File: src/rtl/rr_mux_sched_pkg.sv
// ============================================================================
// Module : rr_mux_sched_pkg
// Brief  : Shared constants, FSM state type and one-hot helper for the
//          round-robin mux scheduler.
// Rev    : 1.0 - initial release
// ============================================================================
`default_nettype none

package rr_mux_sched_pkg;

    localparam int N_REQ = 16;
    localparam int SEL_W = 4;

    typedef enum logic [0:0] {
        IDLE  = 1'b0,
        GRANT = 1'b1
    } state_t;

    function automatic logic [N_REQ-1:0] onehot4to16(input logic [SEL_W-1:0] idx);
        logic [N_REQ-1:0] v;
        v      = '0;
        v[idx] = 1'b1;
        return v;
    endfunction

endpackage

`default_nettype wire

File: src/rtl/mux16to1.sv
// ============================================================================
// Module : mux16to1
// Brief  : Single-bit 16:1 selection lane of the shared datapath.
// Rev    : 1.0 - initial release
// ============================================================================
`default_nettype none

module mux16to1 (
    input  logic [15:0] d,
    input  logic [3:0]  s,
    output logic        y
);

    assign y = d[s];

endmodule

`default_nettype wire

File: src/rtl/rr_mux_scheduler_rr_pick.sv
// ============================================================================
// Module : rr_pick
// Brief  : Combinational round-robin winner: rotate by ptr, pick the lowest
//          set bit, then rotate the index back.
// Rev    : 1.0 - initial release
// ============================================================================
`default_nettype none

module rr_pick
    import rr_mux_sched_pkg::*;
(
    input  logic [N_REQ-1:0] req,
    input  logic [SEL_W-1:0] ptr,
    output logic             any,
    output logic [SEL_W-1:0] winner
);

    logic [N_REQ-1:0] w_rot;
    logic [SEL_W-1:0] w_idx;

    always_comb begin
        for (int i = 0; i < N_REQ; i++) begin
            w_rot[i] = req[SEL_W'(i) + ptr];
        end
    end

    // Descending scan so the lowest rotated position (closest to ptr) wins.
    always_comb begin
        w_idx = '0;
        for (int i = N_REQ - 1; i >= 0; i--) begin
            if (w_rot[i]) begin
                w_idx = SEL_W'(i);
            end
        end
    end

    assign any    = |req;
    assign winner = w_idx + ptr;

endmodule

`default_nettype wire

File: src/rtl/rr_mux_scheduler.sv
// ============================================================================
// Module : rr_mux_scheduler
// Brief  : 16-requester round-robin scheduler driving a shared 16:1 mux onto
//          a registered valid/ready channel with one-hot ack.
//          Optional bubble-free bursts: define RR_MUX_SCHEDULER_BURST_EN.
// Rev    : 1.0 - initial release
// ============================================================================
`default_nettype none

module rr_mux_scheduler
    import rr_mux_sched_pkg::*;
#(
    parameter int unsigned W         = 1,
    parameter int unsigned BURST_LEN = 4
) (
    input  logic               clk,
    input  logic               rst,
    input  logic [N_REQ-1:0]   req,
    input  logic [N_REQ*W-1:0] in_data,
    output logic [SEL_W-1:0]   sel,
    output logic [N_REQ-1:0]   gnt,
    output logic [W-1:0]       out_data,
    output logic               out_valid,
    input  logic               out_ready,
    output logic [N_REQ-1:0]   ack
);

    if (BURST_LEN < 1 || BURST_LEN > 16) begin : g_bad_burst_len
        $error("rr_mux_scheduler: BURST_LEN must be in 1..16");
    end

    state_t           r_state, w_nxt_state;
    logic [SEL_W-1:0] r_ptr,   w_nxt_ptr;
    logic [SEL_W-1:0] r_sel,   w_nxt_sel;
    logic [N_REQ-1:0] r_gnt,   w_nxt_gnt;
    logic [W-1:0]     r_data,  w_nxt_data;
    logic             r_valid, w_nxt_valid;
    logic [N_REQ-1:0] r_ack,   w_nxt_ack;

`ifdef RR_MUX_SCHEDULER_BURST_EN
    logic [4:0]       r_beats, w_nxt_beats;
`endif

    logic             w_any;
    logic [SEL_W-1:0] w_winner;
    logic [SEL_W-1:0] w_mux_sel;
    logic [W-1:0]     w_mux_out;

    rr_pick u_pick (
        .req    (req),
        .ptr    (r_ptr),
        .any    (w_any),
        .winner (w_winner)
    );

    // Arbitration result steers the mux in IDLE; burst re-capture reuses sel.
    assign w_mux_sel = (r_state == IDLE) ? w_winner : r_sel;

    for (genvar b = 0; b < W; b++) begin : g_lane
        logic [N_REQ-1:0] w_lane;
        for (genvar i = 0; i < N_REQ; i++) begin : g_slot
            assign w_lane[i] = in_data[i*W + b];
        end
        mux16to1 u_mux (
            .d (w_lane),
            .s (w_mux_sel),
            .y (w_mux_out[b])
        );
    end

    always_comb begin
        w_nxt_state = r_state;
        w_nxt_ptr   = r_ptr;
        w_nxt_sel   = r_sel;
        w_nxt_gnt   = r_gnt;
        w_nxt_data  = r_data;
        w_nxt_valid = r_valid;
        w_nxt_ack   = '0;
`ifdef RR_MUX_SCHEDULER_BURST_EN
        w_nxt_beats = r_beats;
`endif
        case (r_state)
            IDLE: begin
                if (w_any) begin
                    w_nxt_sel   = w_winner;
                    w_nxt_gnt   = onehot4to16(w_winner);
                    w_nxt_data  = w_mux_out;
                    w_nxt_valid = 1'b1;
                    w_nxt_state = GRANT;
`ifdef RR_MUX_SCHEDULER_BURST_EN
                    w_nxt_beats = '0;
`endif
                end
            end
            GRANT: begin
                if (out_ready) begin
                    w_nxt_ack = onehot4to16(r_sel);
`ifdef RR_MUX_SCHEDULER_BURST_EN
                    // r_beats counts beats already accepted before this one.
                    if (req[r_sel] && ({27'd0, r_beats} + 32'd1 < 32'(BURST_LEN))) begin
                        w_nxt_data  = w_mux_out;
                        w_nxt_beats = r_beats + 5'd1;
                    end else begin
                        w_nxt_ptr   = r_sel + 4'd1;
                        w_nxt_valid = 1'b0;
                        w_nxt_gnt   = '0;
                        w_nxt_state = IDLE;
                    end
`else
                    w_nxt_ptr   = r_sel + 4'd1;
                    w_nxt_valid = 1'b0;
                    w_nxt_gnt   = '0;
                    w_nxt_state = IDLE;
`endif
                end
            end
            default: begin
                w_nxt_state = IDLE;
            end
        endcase
    end

    always_ff @(posedge clk) begin
        if (rst) begin
            r_state <= IDLE;
            r_ptr   <= '0;
            r_sel   <= '0;
            r_gnt   <= '0;
            r_data  <= '0;
            r_valid <= 1'b0;
            r_ack   <= '0;
`ifdef RR_MUX_SCHEDULER_BURST_EN
            r_beats <= '0;
`endif
        end else begin
            r_state <= w_nxt_state;
            r_ptr   <= w_nxt_ptr;
            r_sel   <= w_nxt_sel;
            r_gnt   <= w_nxt_gnt;
            r_data  <= w_nxt_data;
            r_valid <= w_nxt_valid;
            r_ack   <= w_nxt_ack;
`ifdef RR_MUX_SCHEDULER_BURST_EN
            r_beats <= w_nxt_beats;
`endif
        end
    end

    assign sel       = r_sel;
    assign gnt       = r_gnt;
    assign out_data  = r_data;
    assign out_valid = r_valid;
    assign ack       = r_ack;

endmodule

`default_nettype wire

File: config.mk
export PLATFORM = sky130hd
export DESIGN_NAME = rr_mux_scheduler
export DESIGN_NICKNAME = d
export VERILOG_FILES = /design/src/rtl/rr_mux_sched_pkg.sv /design/src/rtl/mux16to1.sv /design/src/rtl/rr_mux_scheduler_rr_pick.sv /design/src/rtl/rr_mux_scheduler.sv
export SDC_FILE = /design/constraint.sdc
export NUM_CORES = 1
export LEC_CHECK = 0
export ABC_AREA = 1
export ABC_CLOCK_PERIOD_IN_PS = 4700
export BUFFER_PORTS_ARGS = -buffer_cell sky130_fd_sc_hd__buf_2
export CORE_ASPECT_RATIO = 1.4
export CORE_MARGIN = 2
export CORE_UTILIZATION = 25
export CTS_BUF_LIST = sky130_fd_sc_hd__clkbuf_4
export DETAILED_ROUTE_END_ITERATION = 12
export GPL_ROUTABILITY_DRIVEN = 0
export SYNTH_ARGS = -nofsm -noshare
export SYNTH_HDL_FRONTEND = slang
export SYNTH_SLANG_ARGS = --single-unit
export TNS_END_PERCENT = 30
File: constraint.sdc
create_clock -name clk -period 4.7 [get_ports clk]
set_input_delay 0.235 -clock clk [delete_from_list [all_inputs] [get_ports clk]]
set_output_delay 0.235 -clock clk [all_outputs]
set_load 0.05 [all_outputs]
==> results of run 1 <==
## flip-flops by register name, indices dropped and copies added (netlist names)
register,cells
ack,16
gnt,16
r_ptr,4
sel,4
out_data,1
out_valid,1
r_state,1
## logic make-up (layout without fill, tap and decap cells)
logic type                 Yosys count  after routing  share of synthesized area
AOI/OAI and AO/OA                   69             69                     0.1289
xor gates and xnor gates            11             11                    0.03737
adders and majority gates           15             15                    0.06549
buffers and inverters               51            125                    0.07179
DFF                                 43             43                     0.2888
and+or+nand+nor                    281            281                     0.4076
## layer usage
| metal | GRT usage | routed length, µm |
|---|---|---|
| met4 | 0.07222 | 367 |
| met3 | 0.01867 | 401 |
| met2 | 0.2616 | 4685 |
| met5 | 0 | 0 |
| met1 | 0.1597 | 3530 |
## power by group through the flow
| stage | Sequential [mW] | Combinational [mW] | Clock [mW] |
|---|---|---|---|
| 2_1_floorplan | 0.467 | 0.368 | 0 |
| 3_3_place_gp | 0.409 | 0.554 | 0 |
| 3_5_place_dp | 0.410 | 0.560 | 0 |
| 4_1_cts | 0.402 | 0.563 | 0.241 |
| 5_1_grt | 0.406 | 0.642 | 0.253 |
| 6_report | 0.403 | 0.573 | 0.229 |
## metrics by stage
stage                     hold WS (ps)  utilization  area (µm²)  cells
after floorplan                  405.5            -        2980    470
after global placement           453.5       0.2996        3506    684
after detailed placement         456.8       0.2996        3506    684
after CTS                        274.9       0.3060        3581    691
after global routing             288.2       0.3080        3605    691
final                            294.3       0.3080        3605    691
## area by class of cell
class                   count  area [µm²]  share of cell area
flip-flops and latches     43       860.8              0.2388
repair buffers             78       405.4              0.1125
inverters                  40       157.7             0.04373
multi-input cells         376        1922              0.5331
well taps                 147       183.9             0.05102
clock inverters             2       37.54             0.01041
clock buffers               5       37.54             0.01041
## cells in the final DEF, fill, tap and decap left out, types with 4 or more instances in the layout
master / instances
o21ai_0: 19
inv_1: 33
nor4_1: 4
nor2_1: 38
inv_2: 5
ha_1: 13
a21oi_1: 24
buf_2: 72
o21ai_1: 8
buf_4: 6
nand2_1: 147
nor2_2: 4
xor2_1: 6
o22ai_1: 5
clkbuf_4: 5
nand3_1: 75
dfxtp_1: 43
## worst min-delay path by stage
stage	endpoint	slack, ps
floorplan	r_state	410
global placement	gnt[15]	450
detailed placement	gnt[13]	460
CTS	gnt[5]	270
global route	gnt[5]	290
finish	gnt[5]	290
==> results.toml, run 1 <==
[setup_path]
critPathBufInv = 4
crit_start = "r_ptr[1]"
endpoint_kind = "register"
slowest_delay_ps = 480
path_depth = 33
worst_r2r_path_depth = 33
start_kind = "register"
cpMostUsedCell = "nand2_1"
rr_endpoint = "out_data"
worst-path-max-fanout = 9
setup.worst_path.class = "reg2reg"
timing.critical_path.required_ps = 4940
r2r-start = "r_ptr[1]"
crit_end = "out_data"
r2r_slack_ps = 530
critical_path_arrival_ps = 4410
cp_top_family = "simple AND/OR/NAND/NOR gates"
crit_slowest_cell = "fa_1"

[power_and_ir_drop]
switchingPower_mw = 0.5297
internal_power_mw = 0.6746
clkPwrFrac = 0.190
p_per_area_nw_per_um2 = 334.1
power.share.sequential = 0.335
p_sw_frac = 0.4398
p_leak_nw = 1.744
combPwrFrac = 0.476
peakVddDrop_mv = 0.2137
finalPower_mw = 1.204

[clock_tree]
cts_sinks = 43
postCtsSetupBuffers = 0
cts-hold-fix-buffers = 0
clk_pin_slew_worst_paths_ps = 130
tritoncts = "yes"
clockRootBuffer = "clkbuf_4"
cts-htree-levels = 2
cts_buffer_depth = 2
clock_latency_ps = 350
cts_resized = 0
cts_buffers = 5

[routing]
dr.pass1.iters = 5
drc = 0
drtIter0Drc = 152
num_vias = 3332
antenna_left = 0
routed_via_density = 4.822
wl_per_cell_um = 13.00
wl_um = 8984

[worst_hold_path]
holdCritStartpoint = "rst"
holdPathStages = 2
min_path_type = "in2reg"

[synthesis]
synth.cell_area_um2 = 2980
yosysTopAreaCellShare = 0.2888
syn-num-nets = 520
synth_seq_area_share = 0.2888
synth_seq_cells = 43
yosys-top-cells-count = "nand2_1, nand3_1, dfxtp_1, nor2_1, inv_1"
synth_area_leaders = "dfxtp_1, nand2_1, nand3_1"
synth_ff_type = "dfxtp_1"
syn_avg_cell_area_um2 = 6.341
synth_most_common_cell = "nand2_1"
ys_warn_count = 0
ys_types = 39
async_reset_ff_frac = 0
synth_top_area_cell = "dfxtp_1"
netlist_instances = 470
synth_edf_count = 0

[global_route]
grt_max_degree = 24
grt_pass1_vias = 3288
grt.total_usage = 0.1444
antenna_found_initial = 0
grt_overflow = 0
grt_pass1_wl_um = 15050

[finish]
drive_gt1_frac = 0.1967
finalNetCount = 594
n_antenna_cell = 0
syn2layout_area_growth_pct = 20.95
n_fill_cell = 1262

[floorplan]
start_util = 0.2547
placementRows = 47
coreArea_um2 = 11700
io_pins = 73
die_y_um = 133.2
dieArea_um2 = 12820
die_w_um = 96.28

[timing]
fin_ws_ps = 528.6
period_needed_ps = 4171
max_freq_ghz = 0.2397
hold_violations = 0
tightest_slew_ps = 1047
period_share = 0.8875
setup_tns_ps = 0
final-max-slew-violation-count = 0
final-setup-viol-count = 0
relSlewSlack = 0.2993
rsz0062_at_grt = "false"
clock_skew_ps = 8.092

[placement]
pre_cts_ws_ps = 255.0
port_buffers = 72
place_hpwl_um = 7280

[job]
drv_cap = 0

[status]
status = "completed"
No activity file was read; power rests on OpenSTA's default activity.
==> run 2: changes to the inputs <==
--- a/config.mk
+++ b/config.mk
@@ -5,7 +5,6 @@
 export SDC_FILE = /design/constraint.sdc
 export NUM_CORES = 1
 export LEC_CHECK = 0
-export ABC_AREA = 1
 export ABC_CLOCK_PERIOD_IN_PS = 4700
 export BUFFER_PORTS_ARGS = -buffer_cell sky130_fd_sc_hd__buf_2
 export CORE_ASPECT_RATIO = 1.4
==> run 2 against run 1 <==
- clock-buffer cell count did not move
- utilization decreased by 0.16 points
- hold slack worse by 63 ps
- sequential cell count stayed put
- power decreased by 3.8%
==> results.toml, run 2 <==
[status]
status = "completed"

[synthesis]
synth_top_family_by_area = "multiplexers"
synth_seq_cells = 43
yosys-top-cells-count = "dfxtp_1, mux4_2, nor2_1, nand2_1, mux2i_1"
async_reset_ff_frac = 0
synth_seq_area_share = 0.2862
synth.cell_area_um2 = 3008
yosys.area_share.simple = 0.1423
ys_warn_count = 0
netlist_instances = 283
syn-num-nets = 333
yosysTopAreaCellShare = 0.2862
syn_avg_cell_area_um2 = 10.63
synth_ff_type = "dfxtp_1"
synth_edf_count = 0
synth_top_area_cell = "dfxtp_1"
synthMuxAreaShare = 0.3174
ys_types = 45
synth-compound-area-share = 0.09859
synthXorXnorAreaFrac = 0.04992
synth_area_leaders = "dfxtp_1, mux4_2, mux2i_1"
synthAdderAreaFrac = 0.06489
synth_most_common_cell = "dfxtp_1"

[floorplan]
dieArea_um2 = 12940
start_util = 0.2557
placementRows = 47
coreArea_um2 = 11760
io_pins = 73
die_y_um = 133.8
die_w_um = 96.71

[clock_tree]
postCtsSetupBuffers = 0
clockRootBuffer = "clkbuf_4"
clk_pin_slew_worst_paths_ps = 120
clock_latency_ps = 350
cts_buffers = 5
cts-hold-fix-buffers = 0
cts_buffer_depth = 2
tritoncts = "yes"
cts-htree-levels = 2
cts_sinks = 43
cts_resized = 0

[global_route]
grt_pass1_wl_um = 12300
antenna_found_initial = 0
grt_max_degree = 24
grt_overflow = 0
grt_pass1_vias = 2501
grt.total_usage = 0.1135

[timing]
period_share = 0.9299
tightest_slew_ps = 1009
clock_skew_ps = 10.05
rsz0062_at_grt = "false"
max_freq_ghz = 0.2288
relSlewSlack = 0.3246
hold_violations = 0
setup_tns_ps = 0
holdWs_ps = 231.8
period_needed_ps = 4371
final-setup-viol-count = 0
final-max-slew-violation-count = 0

[routing]
routed_via_density = 4.906
dr.pass1.iters = 4
num_vias = 2458
wl_um = 7557
antenna_left = 0
wl_per_cell_um = 15.08
drtIter0Drc = 103
drc = 0

[placement]
dp_cells = 493
place_area_um2 = 3523
port_buffers = 72
place_hpwl_um = 6044

[setup_path]
path_cells = "buf_4 -> mux4_2 -> mux4_2 -> o21ai_0 -> a21oi_1 -> o21ai_0 -> a211oi_1 -> o21ai_0 -> ha_1 -> fa_1 -> mux2i_2 -> mux4_2 -> mux2_2 -> nand3_1 -> o311ai_1"
crit_slowest_cell = "mux4_2"
slowest_delay_ps = 600
start_kind = "register"
endpoint_kind = "register"
setup.worst_path.class = "reg2reg"
worst-path-max-fanout = 23
critical_path_arrival_ps = 4600
timing.critical_path.required_ps = 4930

[worst_hold_path]
min_path_type = "in2reg"

[finish]
design_area_um2 = 3603
n_fill_cell = 1247
syn2layout_area_growth_pct = 19.80
layout_common_cells = "buf_2, dfxtp_1, mux4_2, nor2_1, nand2_1"
utilization = 0.3064
final_cells = 501
final_common_cell = "buf_2"
n_antenna_cell = 0
finalNetCount = 403
drive_gt1_frac = 0.3701

[job]
drv_cap = 0

[power_and_ir_drop]
p_per_area_nw_per_um2 = 321.6
peakVddDrop_mv = 0.1627
p_leak_nw = 1.488
[run 2: cell types whose count changed after synthesis, sizes merged, moves of 20 or more]
cell,before,now
mux2i,0,20
inv,38,13
nand2,149,21
mux4,0,30
nand3,75,4
[run 2: cell type report]
class,count,area [µm²],share of cell area
sequential,43,860.8,0.2389
tap,147,183.9,0.05104
timing repair buffer,78,405.4,0.1125
clock inverter,3,38.79,0.01076
multi-input combinational,212,2028,0.5628
inverter,13,48.80,0.01354
clock buffer,5,37.54,0.01042
[run 2: logic make-up after synthesis]
family / after synthesis
XOR/XNOR: 15
multiplexers: 57
buffers and inverters: 28
AO/OA/AOI/OAI: 41
adder cells (fa/ha/maj): 15
AND/OR/NAND/NOR: 84
flip-flops: 43
[run 2: per-stage QoR]
| stage | total power [mW] | setup slack [ps] |
|---|---|---|
| final | 1.159 | 329.3 |
| after global routing | 1.239 | 65.43 |
| after CTS | 1.168 | 224.6 |
| after detailed placement | 0.9437 | 249.5 |
| after global placement | 0.9352 | 328.4 |
| after floorplan | 0.8200 | 95.80 |
[run 2: final timing paths]
| kind | startpoint | to | slack (ps) | cells after the start |
|---|---|---|---|---|
| setup / recovery | r_ptr[0] | out_data | 330 | 15 |
| hold / removal | rst | sel[1] | 230 | 2 |
| setup reg to reg | r_ptr[0] | out_data | 330 | 15 |
| hold reg to reg | gnt[14] | gnt[14] | 450 | 2 |
[run 2: where the power goes]
group / internal [mW] / switching, mW / total, mW
Clock: 0.109 / 0.113 / 0.223
Combinational: 0.225 / 0.302 / 0.527
Sequential: 0.385 / 0.0241 / 0.409
[run 2: worst max-delay path, delay by kind of cell, from the launching register on]
kind            cells  cell delay, ps
simple gates        1              80
flops               1             340
compound gates      6             840
buf+inv             1             320
fa+ha+maj           2             670
mux                 5            2000
[run 2: metal layers]
layer,global-route usage,up-vias,part of all wire
met2,0.2191,61,0.55
met1,0.1244,1192,0.39
met3,0.02189,14,0.037
met4,0.03365,0,0.024
met5,0,-,0
li1,-,1191,-
==> run 3: changes to the inputs <==
--- a/config.mk
+++ b/config.mk
@@ -5,7 +5,7 @@
 export SDC_FILE = /design/constraint.sdc
 export NUM_CORES = 1
 export LEC_CHECK = 0
-export ABC_CLOCK_PERIOD_IN_PS = 4700
+export ABC_CLOCK_PERIOD_IN_PS = 4300
 export BUFFER_PORTS_ARGS = -buffer_cell sky130_fd_sc_hd__buf_2
 export CORE_ASPECT_RATIO = 1.4
 export CORE_MARGIN = 2
==> constraint.sdc (replaced) <==
create_clock -name clk -period 4.3 [get_ports clk]
set_input_delay 0.215 -clock clk [delete_from_list [all_inputs] [get_ports clk]]
set_output_delay 0.215 -clock clk [all_outputs]
set_load 0.05 [all_outputs]
==> run 3 against run 2 <==
- clock power down 19%
- global-route usage is 0.55 points higher
- power up 7.0%
- register-to-register slack worse by 150 ps
- fmax increased by 6.0%
- clock-buffer cell count unchanged
- sequential cell count did not move
- sequential share of layout area shrank 0.36 points
- die area did not move
- critical path type unchanged
- largest power group unchanged
==> results.toml, run 3 (synthesis gave the netlist of run 2 again) <==
[power_and_ir_drop]
switchingPower_mw = 0.4939
p_per_area_nw_per_um2 = 338.0
clkPwrFrac = 0.145
power.share.sequential = 0.364
combPwrFrac = 0.490
p_leak_nw = 1.490
internal_power_mw = 0.7459
peakVddDrop_mv = 0.1554
p_sw_frac = 0.3984

[clock_tree]
clk_pin_slew_worst_paths_ps = 120
clockRootBuffer = "clkbuf_4"
cts_sinks = 43
clock_latency_ps = 340
cts-htree-levels = 2
cts_buffers = 5
cts_buffer_depth = 2
cts-hold-fix-buffers = 0
tritoncts = "yes"

[finish]
syn2layout_area_growth_pct = 21.96
n_fill_cell = 1234
utilization = 0.3119
final_common_cell = "buf_2"
n_antenna_cell = 0
drive_gt1_frac = 0.3915
design_area_um2 = 3669
finalNetCount = 405
layout_common_cells = "buf_2, dfxtp_1, mux4_2, nor2_1, nand2_1"

[global_route]
antenna_found_initial = 0
grt_pass1_vias = 2614
grt.total_usage = 0.1190
grt_pass1_wl_um = 12650
grt_max_degree = 24
grt_overflow = 0

[setup_path]
cpMostUsedCell = "mux4_2"
setup.worst_path.class = "reg2reg"
slowest_delay_ps = 580
path_cells = "buf_12 -> mux4_2 -> mux4_2 -> o21ai_0 -> a21oi_1 -> o21ai_0 -> a211oi_1 -> o21ai_1 -> ha_1 -> fa_1 -> mux2i_4 -> mux4_2 -> mux2_2 -> nand3_1 -> o311ai_1"
timing.critical_path.required_ps = 4530
r2r-start = "r_ptr[0]"
cp_top_family = "multiplexers"
worst-path-max-fanout = 23
worst_r2r_path_depth = 15
crit_slowest_cell = "mux4_2"
start_kind = "register"
rr_endpoint = "out_data"
endpoint_kind = "register"
critPathBufInv = 1
r2r_slack_ps = 180
critical_path_arrival_ps = 4350

[placement]
place_area_um2 = 3587
place_hpwl_um = 6223
pre_cts_ws_ps = 16.14
port_buffers = 72

[worst_hold_path]
min_path_type = "in2reg"
holdPathStages = 2
whs_endpoint = "out_valid"
holdCritStartpoint = "rst"

[floorplan]
die_y_um = 133.8
die_w_um = 96.71
dieArea_um2 = 12940
placementRows = 47
io_pins = 73
coreArea_um2 = 11760
start_util = 0.2557

[job]
drv_cap = 0

[timing]
final-max-slew-violation-count = 0
fin_ws_ps = 177.3
hold_violations = 0
max_freq_ghz = 0.2426
clock_skew_ps = 5.728
final-setup-viol-count = 0
relSlewSlack = 0.3363
setup_tns_ps = 0
tightest_slew_ps = 991.8
period_needed_ps = 4123
period_share = 0.9588
rsz0062_at_grt = "true"

[routing]
routed_via_density = 5.080
wl_um = 7784
drtIter0Drc = 112
drc = 0
wl_per_cell_um = 15.51
num_vias = 2550
dr.pass1.iters = 4
antenna_left = 0

[status]
status = "completed"
[run 3: layout make-up]
cell class	instances	area, µm²	area share
Tap cell	147	183.9	0.05014
Sequential cell	43	863.3	0.2353
Timing Repair Buffer	80	457.9	0.1248
Multi-Input combinational cell	212	2068	0.5638
Clock inverter	2	8.758	0.002387
Inverter	13	48.80	0.01330
Clock buffer	5	37.54	0.01023
[run 3: how the worst max path moves through the flow]
stage | from | to | slack, ps | depth (start not counted)
floorplan | r_ptr[0] | out_data | 10 | 21
global placement | r_ptr[0] | out_data | 120 | 15
detailed placement | r_ptr[1] | out_data | 20 | 17
CTS | r_ptr[0] | out_data | 30 | 15
global route | r_ptr[0] | out_data | -5 | 15
finish | r_ptr[0] | out_data | 180 | 15
[run 3: what timing repair did]
item / CTS / global route
setup buffers: 0 / 1
gates resized for setup: 1 / 5
pin swaps: 0 / 2
endpoints found under the setup margin: 1 / 5
[run 3: worst reg2reg max path, cell delays in order (launching register included)]
cell and delay [ps]:
dfxtp_2 370, buf_12 190, mux4_2 590, mux4_2 500, o21ai_0 160, a21oi_1 80
o21ai_0 150, a211oi_1 90, o21ai_1 200, ha_1 220, fa_1 470, mux2i_4 220
mux4_2 330, mux2_2 270, nand3_1 80, o311ai_1 90
[run 3: power groups by stage]
stage / registers [mW] / clock network [mW] / logic (mW)
3_3_place_gp: 0.459 / 0 / 0.582
6_report: 0.452 / 0.180 / 0.608
2_1_floorplan: 0.517 / 0 / 0.392
5_1_grt: 0.456 / 0.206 / 0.661
3_5_place_dp: 0.460 / 0 / 0.596
4_1_cts: 0.451 / 0.188 / 0.599
[run 3: per-layer routing]
metal / vias up / routed length [µm] / track usage / part of all wire
met1: 1253 / 2896 / 0.1234 / 0.37
met5: - / 0 / 0 / 0
li1: 1198 / - / - / -
met4: 0 / 374 / 0.06651 / 0.048
met3: 25 / 279 / 0.02084 / 0.036
met2: 74 / 4234 / 0.2242 / 0.54
[run 3: per-stage QoR]
step | cells | total power [mW] | hold WS [ps]
6_report | 502 | 1.240 | 208.3
5_1_grt | 502 | 1.322 | 225.9
4_1_cts | 501 | 1.238 | 196.3
3_5_place_dp | 494 | 1.056 | 439.6
3_3_place_gp | 494 | 1.041 | 436.9
2_1_floorplan | 283 | 0.9090 | 428.3
